## config.mk

```make
export PLATFORM = sky130hd
export DESIGN_NAME = rule_conf_bank
export DESIGN_NICKNAME = d
export VERILOG_FILES = /design/src/rtl/rule_conf_pkg.sv /design/src/rtl/rule_conf_decode.sv /design/src/rtl/rule_conf_bank.sv
export SDC_FILE = /design/constraint.sdc
export NUM_CORES = 1
export LEC_CHECK = 0
export BUFFER_PORTS_ARGS = -buffer_cell sky130_fd_sc_hd__buf_2
export CAP_MARGIN = 10
export CORE_ASPECT_RATIO = 1.4
export CORE_UTILIZATION = 40
export DETAILED_ROUTE_END_ITERATION = 10
export HOLD_SLACK_MARGIN = 0.15
export PLACE_DENSITY = 0.7
export SLEW_MARGIN = 20
export SYNTH_ARGS = -nofsm -noshare
export SYNTH_HDL_FRONTEND = slang
export SYNTH_HIERARCHICAL = 1
export SYNTH_SLANG_ARGS = --single-unit
```

## constraint.sdc

```tcl
create_clock -name i_clk -period 3.45 [get_ports i_clk]
set_clock_uncertainty 0.1 [all_clocks]
set_input_delay 0.1725 -clock i_clk [delete_from_list [all_inputs] [get_ports i_clk]]
set_output_delay 0.1725 -clock i_clk [all_outputs]
set_load 0.02 [all_outputs]
```

## src/rtl/rule_conf_pkg.sv

```systemverilog
// Shared encodings for the parser rule configuration bank: address layout,
// region codes and the commit state machine states.
package rule_conf_pkg;

    localparam logic [1:0] REG_TOFF = 2'b00;
    localparam logic [1:0] REG_RULE = 2'b01;
    localparam logic [1:0] REG_TYPE = 2'b10;
    localparam logic [1:0] REG_KEY  = 2'b11;

    localparam logic [31:0] CTRL_ADDR = 32'h8000_0000;

    localparam int unsigned CTRL_BIT   = 31;
    localparam int unsigned STAGE_LSB  = 20;
    localparam int unsigned STAGE_W    = 4;
    localparam int unsigned REGION_LSB = 16;
    localparam int unsigned REGION_W   = 2;
    localparam int unsigned IDX_LSB    = 0;
    localparam int unsigned IDX_W      = 6;

    typedef enum logic [1:0] {
        IDLE,
        WAIT,
        APPLY
    } commit_state_e;

    // Number of valid entries addressable in a given region of one stage.
    function automatic int unsigned region_limit(
        input logic [1:0]  region,
        input int unsigned type_num,
        input int unsigned rule_num,
        input int unsigned key_num
    );
        int unsigned lim;
        case (region)
            REG_TOFF: lim = type_num;
            REG_RULE: lim = rule_num;
            REG_TYPE: lim = type_num;
            default:  lim = key_num;
        endcase
        return lim;
    endfunction

endpackage

```

## src/rtl/rule_conf_decode.sv

```systemverilog
// Combinational register-bus address decoder: splits the address into stage,
// region and index, and flags whether the access targets a real register.
module rule_conf_decode
    import rule_conf_pkg::*;
#(
    parameter int unsigned STAGE_NUM     = 3,
    parameter int unsigned TYPE_NUM      = 4,
    parameter int unsigned KEY_FIELD_NUM = 8,
    parameter int unsigned RULE_NUM      = 4
) (
    input  logic [31:0]         addr,
    output logic [STAGE_W-1:0]  stage,
    output logic [REGION_W-1:0] region,
    output logic [IDX_W-1:0]    idx,
    output logic                ctrl_space,
    output logic                ctrl_hit,
    output logic                legal
);

    logic in_range;

    assign stage      = addr[STAGE_LSB +: STAGE_W];
    assign region     = addr[REGION_LSB +: REGION_W];
    assign idx        = addr[IDX_LSB +: IDX_W];
    assign ctrl_space = addr[CTRL_BIT];
    assign ctrl_hit   = (addr == CTRL_ADDR);

    assign in_range = (32'(stage) < STAGE_NUM) &&
                      (32'(idx) < region_limit(region, TYPE_NUM, RULE_NUM, KEY_FIELD_NUM));

    // Only the single control register is legal inside the control space.
    assign legal = ctrl_space ? ctrl_hit : in_range;

endmodule

```

## src/rtl/rule_conf_bank.sv

```systemverilog
// Parser configuration bank: register-bus decode into per-stage type offsets
// (double-buffered, committed when stages are idle), type rules and key offsets.
module rule_conf_bank
    import rule_conf_pkg::*;
#(
    parameter int unsigned STAGE_NUM         = 3,
    parameter int unsigned TYPE_OFFSET_WIDTH = 7,
    parameter int unsigned TYPE_NUM          = 4,
    parameter int unsigned TYPE_WIDTH        = 8,
    parameter int unsigned KEY_OFFSET_WIDTH  = 6,
    parameter int unsigned KEY_FIELD_NUM     = 8,
    parameter int unsigned RULE_NUM          = 4
) (
    input  logic                                                  i_clk,
    input  logic                                                  i_rst_n,
    input  logic                                                  i_rule_wren,
    input  logic                                                  i_rule_rden,
    input  logic [31:0]                                           i_rule_addr,
    input  logic [31:0]                                           i_rule_wdata,
    output logic [31:0]                                           o_rule_rdata,
    output logic                                                  o_rule_rvalid,
    output logic                                                  o_rule_err,
    input  logic [STAGE_NUM-1:0]                                  i_stage_idle,
    output logic                                                  o_commit_busy,
    output logic                                                  o_commit_done,
    output logic [STAGE_NUM-1:0][TYPE_NUM-1:0][TYPE_OFFSET_WIDTH-1:0] o_type_offset,
    output logic [STAGE_NUM-1:0][RULE_NUM-1:0]                    o_typeRule_wren,
    output logic [STAGE_NUM-1:0]                                  o_typeRule_valid,
    output logic [STAGE_NUM-1:0][TYPE_NUM-1:0][TYPE_WIDTH-1:0]    o_typeRule_typeData,
    output logic [STAGE_NUM-1:0][TYPE_NUM-1:0][TYPE_WIDTH-1:0]    o_typeRule_typeMask,
    output logic [STAGE_NUM-1:0][KEY_FIELD_NUM-1:0][KEY_OFFSET_WIDTH-1:0] o_typeRule_keyOffset
);

    logic [STAGE_W-1:0]  stage;
    logic [REGION_W-1:0] region;
    logic [IDX_W-1:0]    idx;
    logic                ctrl_space;
    logic                ctrl_hit;
    logic                legal;
    logic [31:0]         stage_ext;
    logic [31:0]         idx_ext;

    rule_conf_decode #(
        .STAGE_NUM     (STAGE_NUM),
        .TYPE_NUM      (TYPE_NUM),
        .KEY_FIELD_NUM (KEY_FIELD_NUM),
        .RULE_NUM      (RULE_NUM)
    ) u_decode (
        .addr       (i_rule_addr),
        .stage      (stage),
        .region     (region),
        .idx        (idx),
        .ctrl_space (ctrl_space),
        .ctrl_hit   (ctrl_hit),
        .legal      (legal)
    );

    assign stage_ext = 32'(stage);
    assign idx_ext   = 32'(idx);

    // Registers
    logic [STAGE_NUM-1:0][TYPE_NUM-1:0][TYPE_OFFSET_WIDTH-1:0]    shadow_q;
    logic [STAGE_NUM-1:0][TYPE_NUM-1:0][TYPE_OFFSET_WIDTH-1:0]    active_q;
    logic [STAGE_NUM-1:0][RULE_NUM-1:0]                           wren_q;
    logic [STAGE_NUM-1:0]                                         valid_q;
    logic [STAGE_NUM-1:0][TYPE_NUM-1:0][TYPE_WIDTH-1:0]           type_data_q;
    logic [STAGE_NUM-1:0][TYPE_NUM-1:0][TYPE_WIDTH-1:0]           type_mask_q;
    logic [STAGE_NUM-1:0][KEY_FIELD_NUM-1:0][KEY_OFFSET_WIDTH-1:0] key_off_q;
    logic [31:0]                                                  rdata_q;
    logic                                                         rvalid_q;
    logic                                                         err_q;
    commit_state_e                                                state_q, state_d;
    logic [STAGE_NUM-1:0]                                         mask_q, mask_d;

    // Access qualification; a simultaneous write drops the read.
    logic wr_en;
    logic rd_en;
    logic bank_wr;
    logic commit_req;
    logic commit_ok;
    logic err_d;
    logic apply;
    logic unused_wdata;

    assign wr_en      = i_rule_wren;
    assign rd_en      = i_rule_rden & ~i_rule_wren;
    assign bank_wr    = wr_en & legal & ~ctrl_space;
    assign commit_req = wr_en & ctrl_hit;
    assign commit_ok  = commit_req & (state_q == IDLE) & (|i_rule_wdata[STAGE_NUM-1:0]);
    assign err_d      = (wr_en & ~legal) | (commit_req & ~commit_ok) | (rd_en & ~legal);

    assign unused_wdata = ^i_rule_wdata;

    // Commit FSM next-state
    always_comb begin
        state_d = state_q;
        mask_d  = mask_q;
        apply   = 1'b0;
        unique case (state_q)
            IDLE: begin
                if (commit_ok) begin
                    state_d = WAIT;
                    mask_d  = i_rule_wdata[STAGE_NUM-1:0];
                end
            end
            WAIT: begin
                if ((i_stage_idle & mask_q) == mask_q) begin
                    state_d = APPLY;
                end
            end
            APPLY: begin
                apply   = 1'b1;
                state_d = IDLE;
            end
            default: state_d = IDLE;
        endcase
    end

    always_ff @(posedge i_clk or negedge i_rst_n) begin
        if (!i_rst_n) begin
            state_q <= IDLE;
            mask_q  <= '0;
        end else begin
            state_q <= state_d;
            mask_q  <= mask_d;
        end
    end

    // Type offsets: the active copy samples the pre-write shadow on APPLY.
    always_ff @(posedge i_clk or negedge i_rst_n) begin
        if (!i_rst_n) begin
            shadow_q <= '0;
            active_q <= '0;
        end else begin
            for (int unsigned s = 0; s < STAGE_NUM; s++) begin
                for (int unsigned i = 0; i < TYPE_NUM; i++) begin
                    if (bank_wr && region == REG_TOFF && stage_ext == s && idx_ext == i) begin
                        shadow_q[s][i] <= i_rule_wdata[TYPE_OFFSET_WIDTH-1:0];
                    end
                end
                if (apply && mask_q[s]) begin
                    active_q[s] <= shadow_q[s];
                end
            end
        end
    end

    // Rule staging registers
    always_ff @(posedge i_clk or negedge i_rst_n) begin
        if (!i_rst_n) begin
            wren_q      <= '0;
            valid_q     <= '0;
            type_data_q <= '0;
            type_mask_q <= '0;
            key_off_q   <= '0;
        end else begin
            wren_q <= '0;
            for (int unsigned s = 0; s < STAGE_NUM; s++) begin
                if (bank_wr && stage_ext == s) begin
                    for (int unsigned i = 0; i < RULE_NUM; i++) begin
                        if (region == REG_RULE && idx_ext == i) begin
                            valid_q[s]    <= i_rule_wdata[0];
                            wren_q[s][i]  <= 1'b1;
                        end
                    end
                    for (int unsigned i = 0; i < TYPE_NUM; i++) begin
                        if (region == REG_TYPE && idx_ext == i) begin
                            type_data_q[s][i] <= i_rule_wdata[16 +: TYPE_WIDTH];
                            type_mask_q[s][i] <= i_rule_wdata[0 +: TYPE_WIDTH];
                        end
                    end
                    for (int unsigned i = 0; i < KEY_FIELD_NUM; i++) begin
                        if (region == REG_KEY && idx_ext == i) begin
                            key_off_q[s][i] <= i_rule_wdata[0 +: KEY_OFFSET_WIDTH];
                        end
                    end
                end
            end
        end
    end

    // Readback mux
    logic [31:0] rd_val;

    always_comb begin
        rd_val = '0;
        if (ctrl_hit) begin
            rd_val = {(state_q != IDLE), {(31 - STAGE_NUM){1'b0}}, mask_q};
        end else if (legal) begin
            for (int unsigned s = 0; s < STAGE_NUM; s++) begin
                if (stage_ext == s) begin
                    unique case (region)
                        REG_TOFF: begin
                            for (int unsigned i = 0; i < TYPE_NUM; i++) begin
                                if (idx_ext == i) rd_val = 32'(shadow_q[s][i]);
                            end
                        end
                        REG_RULE: rd_val = 32'(valid_q[s]);
                        REG_TYPE: begin
                            for (int unsigned i = 0; i < TYPE_NUM; i++) begin
                                if (idx_ext == i) begin
                                    rd_val[16 +: TYPE_WIDTH] = type_data_q[s][i];
                                    rd_val[0 +: TYPE_WIDTH]  = type_mask_q[s][i];
                                end
                            end
                        end
                        REG_KEY: begin
                            for (int unsigned i = 0; i < KEY_FIELD_NUM; i++) begin
                                if (idx_ext == i) rd_val = 32'(key_off_q[s][i]);
                            end
                        end
                        default: rd_val = '0;
                    endcase
                end
            end
        end
    end

    // Read data holds its value until the next read.
    always_ff @(posedge i_clk or negedge i_rst_n) begin
        if (!i_rst_n) begin
            rdata_q  <= '0;
            rvalid_q <= 1'b0;
            err_q    <= 1'b0;
        end else begin
            if (rd_en) begin
                rdata_q <= rd_val;
            end
            rvalid_q <= rd_en;
            err_q    <= err_d;
        end
    end

    assign o_rule_rdata         = rdata_q;
    assign o_rule_rvalid        = rvalid_q;
    assign o_rule_err           = err_q;
    assign o_commit_busy        = (state_q != IDLE);
    assign o_commit_done        = (state_q == APPLY);
    assign o_type_offset        = active_q;
    assign o_typeRule_wren      = wren_q;
    assign o_typeRule_valid     = valid_q;
    assign o_typeRule_typeData  = type_data_q;
    assign o_typeRule_typeMask  = type_mask_q;
    assign o_typeRule_keyOffset = key_off_q;

endmodule

```

After elaboration in Yosys (flattened, before gate mapping)
Cells that the tools add are included.

cells by class
  multiplexer cells = 96
  equal/unequal tests = 18
  order comparisons = 2
  reduce and logical (&&, ||, !) cells = 88
  bitwise operators = 16

operator list
  operator                                                          count
  32-bit two-way mux                                                41
  8-bit two-way mux                                                 24
  8-bit one-hot mux with 4 select lines                             6
  8-bit one-hot mux with 3 select lines                             4
  2-bit AND reduction                                               41
  32-bit logical NOT                                                2
  1-bit logical AND                                                 39
  32-bit == test (second input constant)                            1
  8-bit one-hot mux with 2 select lines                             2
  6-bit by 3-bit == test with 1-bit output (second input constant)  4
  4-bit two-way mux                                                 4
  6-bit by 2-bit == test with 1-bit output (second input constant)  2
  1-bit two-way mux                                                 10
  1-bit AND                                                         9
  7-bit two-way mux                                                 1
  2-bit == test (second input constant)                             3
  6-bit by 1-bit == test with 1-bit output (second input constant)  1
  6-bit by 4-bit less-than comparator with 1-bit output             1
  6-bit two-way mux                                                 1
  3-bit OR reduction                                                2
  2-bit by 1-bit == test with 1-bit output (second input constant)  2
  4-bit by 1-bit == test with 1-bit output (second input constant)  1
  4-bit by 2-bit == test with 1-bit output (second input constant)  1
  2-bit logical NOT                                                 2
  other kinds (10)                                                  16

word-level totals
  register bits after elaboration = 558
  logic and storage cells = 303

Depth between registers and ports, before layout
Gate-level depths: netlist of run 1.

  word-level depth = 35
  gate-level depth with buffers = 15

Cells and area by module
The synthesis of run 1 kept the hierarchy.

by module, submodules not included
  module            instances  area each (sq um)  cells each
  rule_conf_bank    1          25194.2            2093
  rule_conf_decode  1          226.5              31

Least setup slack after synthesis of run 1
Ideal clock, no wire load.

  path kind = input -> register
  start = in i_rule_addr[30]
  end = reg type_mask_q, in the netlist o_typeRule_typeMask[70]
  setup time = 125 ps
  cell stages on the path = 9
  data required time = 3225 ps
  data arrival time = 2444 ps
  setup slack = 781 ps
  cell sequence = nor4b_1 -> nand4_1 -> o21ai_1 -> nand3b_1 -> nor2_1 -> and3_1 -> buf_2 -> buf_2 -> mux2_2

on the way
  longest elaborated chain between the ends = 6

ends and longest elaborated chain
  what                                  line                    RTL
  from (decl)                           rule_conf_bank.sv:18    input logic [31:0] i_rule_addr,
  32-bit == test                        rule_conf_decode.sv:26  assign ctrl_hit = (addr == CTRL_ADDR);
  1-bit two-way mux                     rule_conf_decode.sv:32  assign legal = ctrl_space ? ctrl_hit : in_range;
  via legal                             rule_conf_bank.sv:39    logic legal;
  1-bit AND (2 in series)               rule_conf_bank.sv:87    assign bank_wr = wr_en & legal & ~ctrl_space;
  1-bit logical AND                     rule_conf_bank.sv:159   if (bank_wr && stage_ext == s) begin
  2-bit AND reduction (no source line)  --
  to (signal, indexed assignment)       rule_conf_bank.sv:169   type_mask_q[s][i] <= i_rule_wdata[0 +: TYPE_WIDTH];
  to (decl)                             rule_conf_bank.sv:67    logic [STAGE_NUM-1:0][TYPE_NUM-1:0][TYPE_WIDTH-1:0] type_mask_q;

The timed path passes the listed nets, and every way through them passes these cells.
A chain may end at the register's enable or synchronous reset.

Worst setup path after layout of run 1
  start = in i_rule_addr[3]
  end = reg rdata_q[4] (netlist: o_rule_rdata[4])

on the way
  longest elaborated chain between the ends = 35
  elaborated cells between the ends (all ways) = 70

ends and longest elaborated chain
  what                                   line                                                                 RTL
  32-bit logical NOT                     rule_conf_bank.sv:195, rule_conf_bank.sv:201, rule_conf_bank.sv:209
  6-bit two-way mux                      rule_conf_bank.sv:209                                                if (idx_ext == i) rd_val = 32'(key_off_q[s][i]);
  32-bit two-way mux (7 in series)       rule_conf_bank.sv:209
  8-bit one-hot mux with 4 select lines  rule_conf_bank.sv:192                                                unique case (region)
  32-bit two-way mux                     rule_conf_bank.sv:191                                                if (stage_ext == s) begin
  32-bit two-way mux                     rule_conf_bank.sv:189                                                end else if (legal) begin
  32-bit two-way mux                     rule_conf_bank.sv:187                                                if (ctrl_hit) begin
  32-bit two-way mux (8 in series)       rule_conf_bank.sv:209
  8-bit one-hot mux with 4 select lines  rule_conf_bank.sv:192
  32-bit two-way mux                     rule_conf_bank.sv:191
  32-bit two-way mux (8 in series)       rule_conf_bank.sv:209
  8-bit one-hot mux with 4 select lines  rule_conf_bank.sv:192
  32-bit two-way mux                     rule_conf_bank.sv:191
  32-bit two-way mux                     rule_conf_bank.sv:189
  32-bit two-way mux (*)                 rule_conf_bank.sv:187
  to (signal assigned)                   rule_conf_bank.sv:227                                                rdata_q <= rd_val;
  to (decl)                              rule_conf_bank.sv:69                                                 logic [31:0] rdata_q;

Mark *: on every way between the ends. The rest lies on a longest branch, timed or not. The select of a mux whose other input is x is not followed.

==> results.json, run 1 <==
{
  "finalMaxSlewViolations": 0,
  "cp-end-kind": "flop",
  "rsz0062_at_grt": "false",
  "die_h_um": 300,
  "yosys.area.top_type": "dfrtp_1",
  "drcViolationCount": 0,
  "crit_slowest_cell": "or4_1",
  "hold_start": "i_rule_wdata[3]",
  "critPathKind": "in -> reg",
  "hold_end": "shadow_q[17]",
  "ys_seq_elements": 543,
  "syn_area_mm2": 0.0254,
  "synthDistinctLibCells": 78,
  "synth_warnings": 6,
  "worst_path_most_repeated_cell": "buf_4",
  "rrSetupSlack_ps": 900,
  "clkLatencyLatePin_ps": 620,
  "cts_resized": 0,
  "clk_pin_slew_ps": 70,
  "grtUsageTotal": 0.326,
  "hold_viol_final": 0,
  "core_area_mm2": 0.0630,
  "cp.required_ps": 3890,
  "cap_violations": 0,
  "overflow": 0,
  "setup_viol": 0,
  "async_flop_share": 1.00,
  "p_total_mw": 13.3,
  "outcome": "finished, final reports clean",
  "r2r-end": "o_rule_rdata[4]",
  "syn_avg_cell_area_um2": 12.0,
  "hold_class": "in -> reg",
  "synth_edf_count": 0,
  "path_cells": "buf_2 > or4_1 > buf_4 > a21oi_4 > buf_4 > a21oi_1 > o21ai_0 > o21a_1 > a211oi_2 > buf_4 > a211oi_1 > o31ai_1 > buf_4 > a31oi_1",
  "dr.pass1.iters": 6,
  "synth_ff_type": "dfrtp_1",
  "initial_utilization": 0.403,
  "synthCells": 2124,
  "num_vias": 21629,
  "synth_top_area_frac": 0.535,
  "placementRows": 109,
  "fin_crit_ps": 2810,
  "timing.rr.start": "o_typeRule_keyOffset[40]",
  "die_area_mm2": 0.0646,
  "clk_path_buf_depth": 3,
  "worstRegToRegCells": 10,
  "worst_pin_slew_ps": 1170,
  "syn2layout_area_growth_pct": 24.1,
  "drive_above_1_share": 0.475,
  "grt_pass1_wl_um": 153000,
  "io_pins": 542,
  "die_w_um": 215,
  "dp_hpwl_um": 79800,
  "cp_slowest_stage_delay_ps": 750,
  "finalWirelength_um": 107000,
  "ys_seq_area_frac": 0.535,
  "max-vdd-ir-drop_mv": 0.391,
  "first_global_vias": 21549,
  "power_density_mw_per_mm2": 422,
  "cts_max_level": 2,
  "antenna_found_initial": 1,
  "finalCritPeriodShare": 0.813,
  "yosysMostFrequentCell": "dfrtp_1",
  "yosys-top-cells-count": "543 x dfrtp_1, 513 x mux2_2, 135 x nand2_1",
  "vias_per_cell": 6.07,
  "ant_nets": 0,
  "root_buffer": "clkbuf_16",
  "path_max_fanout": 7,
  "nets": 2757,
  "numCtsBuffers": 53,
  "whs_path_depth": 2,
  "clock-sinks": 543,
  "fin_setup_tns_ps": 0,
  "port_buffers": 510,
  "wl_per_cell_um": 30.1,
  "gp_congestion": 0.978,
  "yosys-top-cells-area": "dfrtp_1 53%, mux2_2 23%, a21oi_1 2.4%",
  "relSlewSlack": 0.221,
  "start_kind": "input pin",
  "max_freq_ghz": 0.356,
  "place_area_mm2": 0.0295,
  "grt_max_degree": 133,
  "cts_tree": "built",
  "critPathArrivalTime_ps": 3240,
  "p_leak_nw": 16.6,
  "design_area_mm2": 0.0315,
  "drt_iter0_drc": 2094
}
## state kept, by name (all words and copies together) (netlist names)
register / count
o_typeRule_keyOffset: 144
o_typeRule_typeData: 96
o_typeRule_typeMask: 96
o_type_offset: 84
shadow_q: 84
o_rule_rdata: 17
o_typeRule_wren: 12
mask_q: 3
o_typeRule_valid: 3
state_q: 2
o_rule_err: 1
o_rule_rvalid: 1
## layout make-up
type,instances,area (um^2)
antenna,1,2.50
clock buffer,71,1480
clock inverter,27,348
fill,5711,31500
inverter,12,45.0
multi-input combinational,1398,11000
sequential,543,13600
tap,832,1040
timing repair buffer,677,4020
## logic make-up (layout without fill, tap and decap cells)
kind of cell    count (synthesis)  after routing  synth area share
xor+xnor                        1              1          0.000345
simple gates                  378            378            0.0706
fa+ha+maj                       1              1          0.000492
mux                           528            528             0.236
compound gates                475            475             0.122
buf+inv                       197            787            0.0361
flops                         543            543             0.535
other cells                     1             16          0.000148
## where the power goes
| part | total, mW | internal (mW) | switching, mW | leakage, nW |
|---|---|---|---|---|
| Sequential | 6.37 | 6.37 | 0.00199 | 7.58 |
| Combinational | 0.749 | 0.180 | 0.569 | 8.18 |
| Clock | 6.18 | 3.54 | 2.63 | 0.893 |
## timing repair
action / in CTS / in global routing
hold endpoints to repair: 647 / 2
buffers inserted: 0 / 0
endpoints found under the setup margin: 0 / 0
hold buffers: 19 / 1
## placed cells by master, fill, tap and decap left out, types with 19 or more instances in the layout
master	netlist	final
nand2_1	135	130
o22ai_1	42	42
buf_2	41	505
a21oi_1	123	123
mux2_2	513	513
clkbuf_16	0	54
dlygate4sd3_1	0	19
o21ai_0	101	101
nor2_1	99	97
nand3_1	36	36
nor3_1	32	31
a221oi_1	26	26
buf_4	32	141
dfrtp_1	543	543
o221ai_1	23	23
## worst max-delay path by stage
stage	start	to	depth (start not counted)
3_5_place_dp	i_rule_addr[5]	o_rule_rdata[7]	10
4_1_cts	i_rule_addr[5]	o_rule_rdata[7]	10
2_1_floorplan	i_rule_addr[30]	o_typeRule_typeMask[70]	9
5_1_grt	i_rule_addr[2]	o_rule_rdata[5]	12
3_3_place_gp	i_rule_addr[3]	o_rule_rdata[4]	14
6_report	i_rule_addr[3]	o_rule_rdata[4]	14
## per-stage QoR
| stage | instances | util | setup slack [ps] | hold slack, ps |
|---|---|---|---|---|
| floorplan | 2138 | - | 781 | -223 |
| global placement | 3442 | 0.468 | 114 | 47.4 |
| detailed placement | 3442 | 0.468 | 65.9 | 48.3 |
| CTS | 3559 | 0.500 | 704 | 173 |
| global route | 3560 | 0.500 | 579 | 168 |
| finish | 3561 | 0.501 | 645 | 155 |
## layer usage
metal	track usage	up-vias	wire, um
li1	-	8953	-
met1	0.401	11091	40300
met2	0.544	1271	51800
met3	0.0517	314	8080
met4	0.193	0	7150
met5	0	-	0
## worst max-delay path, delay by kind of cell
family	cells	cell delay, ps
AND/OR/NAND/NOR	1	750
buffers and inverters	5	990
AO/OA/AOI/OAI	8	1300
(Power assumes the default switching activity.)
==> inputs of run 2 (changes only) <==
==> constraint.sdc (replaced) <==
create_clock -name i_clk -period 2.6 [get_ports i_clk]
set_clock_uncertainty 0.1 [all_clocks]
set_input_delay 0.13 -clock i_clk [delete_from_list [all_inputs] [get_ports i_clk]]
set_output_delay 0.13 -clock i_clk [all_outputs]
set_load 0.02 [all_outputs]
==> run 2 against run 1 <==
Net effect: sequential share of layout area is 2.2 points lower; critical path depth shrank 6; via count up 5.1%; sequential cell count is the same; clock-buffer cell count grew 10; die area is the same; utilization grew 2.7 points; clock power up 33%.
==> results.json, run 2 (same netlist as run 1, synthesis figures left out) <==
{
  "drt_iter0_drc": 2600,
  "antenna_found_initial": 1,
  "clk_pin_slew_ps": 70,
  "grtUsageTotal": 0.346,
  "num_vias": 22737,
  "wl_per_cell_um": 30.3,
  "die_h_um": 300,
  "path_max_fanout": 4,
  "first_global_vias": 22955,
  "placementRows": 109,
  "final_common_cell": "dfrtp_1",
  "numCtsBuffers": 54,
  "setup_viol": 0,
  "finalCritPeriodShare": 1.00,
  "worst_pin_slew_ps": 748,
  "dr.pass1.iters": 8,
  "cap_violations": 0,
  "hold_class": "in -> reg",
  "layout_common_cells": "543 x dfrtp_1, 513 x mux2_2, 508 x buf_2, 285 x buf_4, 132 x nand2_1",
  "io_pins": 542,
  "p_leak_nw": 17.6,
  "gp_congestion": 1.04,
  "finalMaxSlewViolations": 0,
  "core_area_mm2": 0.0630,
  "cp-end-kind": "flop",
  "drive_above_1_share": 0.508,
  "clock-sinks": 543,
  "post-place-cells": 3609,
  "critPathArrivalTime_ps": 3010,
  "grt_max_degree": 101,
  "fin_crit_ps": 2600,
  "outcome": "finished, final reports clean",
  "p_total_mw": 17.8,
  "stdcell_count": 3740,
  "dp_hpwl_um": 85700,
  "die_w_um": 215,
  "root_buffer": "clkbuf_16",
  "hold_viol_final": 0,
  "vias_per_cell": 6.08,
  "die_area_mm2": 0.0646,
  "cts_max_level": 2,
  "relSlewSlack": 0.501,
  "clk_path_buf_depth": 3,
  "finalWirelength_um": 114000,
  "ant_nets": 0,
  "max-vdd-ir-drop_mv": 0.498,
  "max_freq_ghz": 0.385,
  "drcViolationCount": 0,
  "syn2layout_area_growth_pct": 30.7,
  "diodes": 0,
  "seq_area_mm2": 0.0136,
  "initial_utilization": 0.403,
  "cp.required_ps": 3010,
  "critPathKind": "reg -> reg",
  "cts_tree": "built",
  "grt_pass1_wl_um": 162000,
  "largest_register_ffs": 144,
  "start_kind": "flop",
  "power_density_mw_per_mm2": 535,
  "multi_input_area_mm2": 0.0111,
  "overflow": 0,
  "port_buffers": 510,
  "nets": 2934,
  "clkLatencyLatePin_ps": 620,
  "fillers": 5571
}
[run 2: layer usage]
metal	vias to the layer above	global-route usage	share of wire
li1	9309	-	-
met1	11621	0.414	0.36
met2	1425	0.583	0.49
met3	382	0.0660	0.083
met4	0	0.195	0.066
met5	-	0	0
[run 2: final timing paths]
kind	end	slack, ps	cells past startpoint	start
max	o_rule_rdata[3]	1	8	o_typeRule_keyOffset[39]
min	o_rule_err	210	7	i_rule_addr[8]
max reg2reg	o_rule_rdata[3]	1	8	o_typeRule_keyOffset[39]
min reg2reg	o_type_offset[58]	400	2	o_type_offset[58]
max in group asynchronous	o_typeRule_keyOffset[18]	1200	4	i_rst_n
min in group asynchronous	o_type_offset[52]	570	4	i_rst_n
[run 2: area by class of cell]
type	count	area share
clock buffers	81	0.0499
clock inverters	21	0.00625
flip-flops and latches	543	0.409
well taps	832	0.0313
multi-input cells	1398	0.333
repair buffers	853	0.169
inverters	12	0.00136
[run 2: power breakdown]
| part | switching (mW) | total (mW) | internal, mW | leakage [nW] |
|---|---|---|---|---|
| registers | 0.00211 | 8.45 | 8.45 | 7.58 |
| clock network | 3.47 | 8.19 | 4.72 | 0.916 |
| logic | 0.790 | 1.13 | 0.336 | 9.15 |
[run 2: metrics by stage]
step | utilization | setup WS (ps) | setup TNS, ps | instance area [um^2] | hold WS, ps
finish | 0.527 | 1.21 | 0 | 33200 | 209
CTS | 0.526 | 14.2 | 0 | 33200 | 165
detailed placement | 0.492 | -662 | -72450 | 31000 | -70.4
floorplan | - | 29.2 | 0 | 25500 | -266
global route | 0.527 | -1.11 | -1.11 | 33200 | 206
global placement | 0.492 | -613 | -89140 | 31000 | -70.9
[run 2: repair_timing]
| action | in CTS | in global routing |
|---|---|---|
| setup endpoints to repair | 3 | 9 |
| hold buffers | 26 | 0 |
| buffers inserted | 0 | 3 |
| gates resized for setup | 4 | 8 |
| pin swaps | 0 | 9 |
| gates cloned | 0 | 0 |
| hold endpoints to repair | 772 | 0 |
[run 2: critical path, stage by stage, from the launching register on]
cell and delay, ps:
dfrtp_1 450, mux4_2 510, nor2_1 260, a311oi_1 140, a31o_2 300, a21oi_1 200, a211oi_1 150, o31ai_1 290
a31oi_1 120
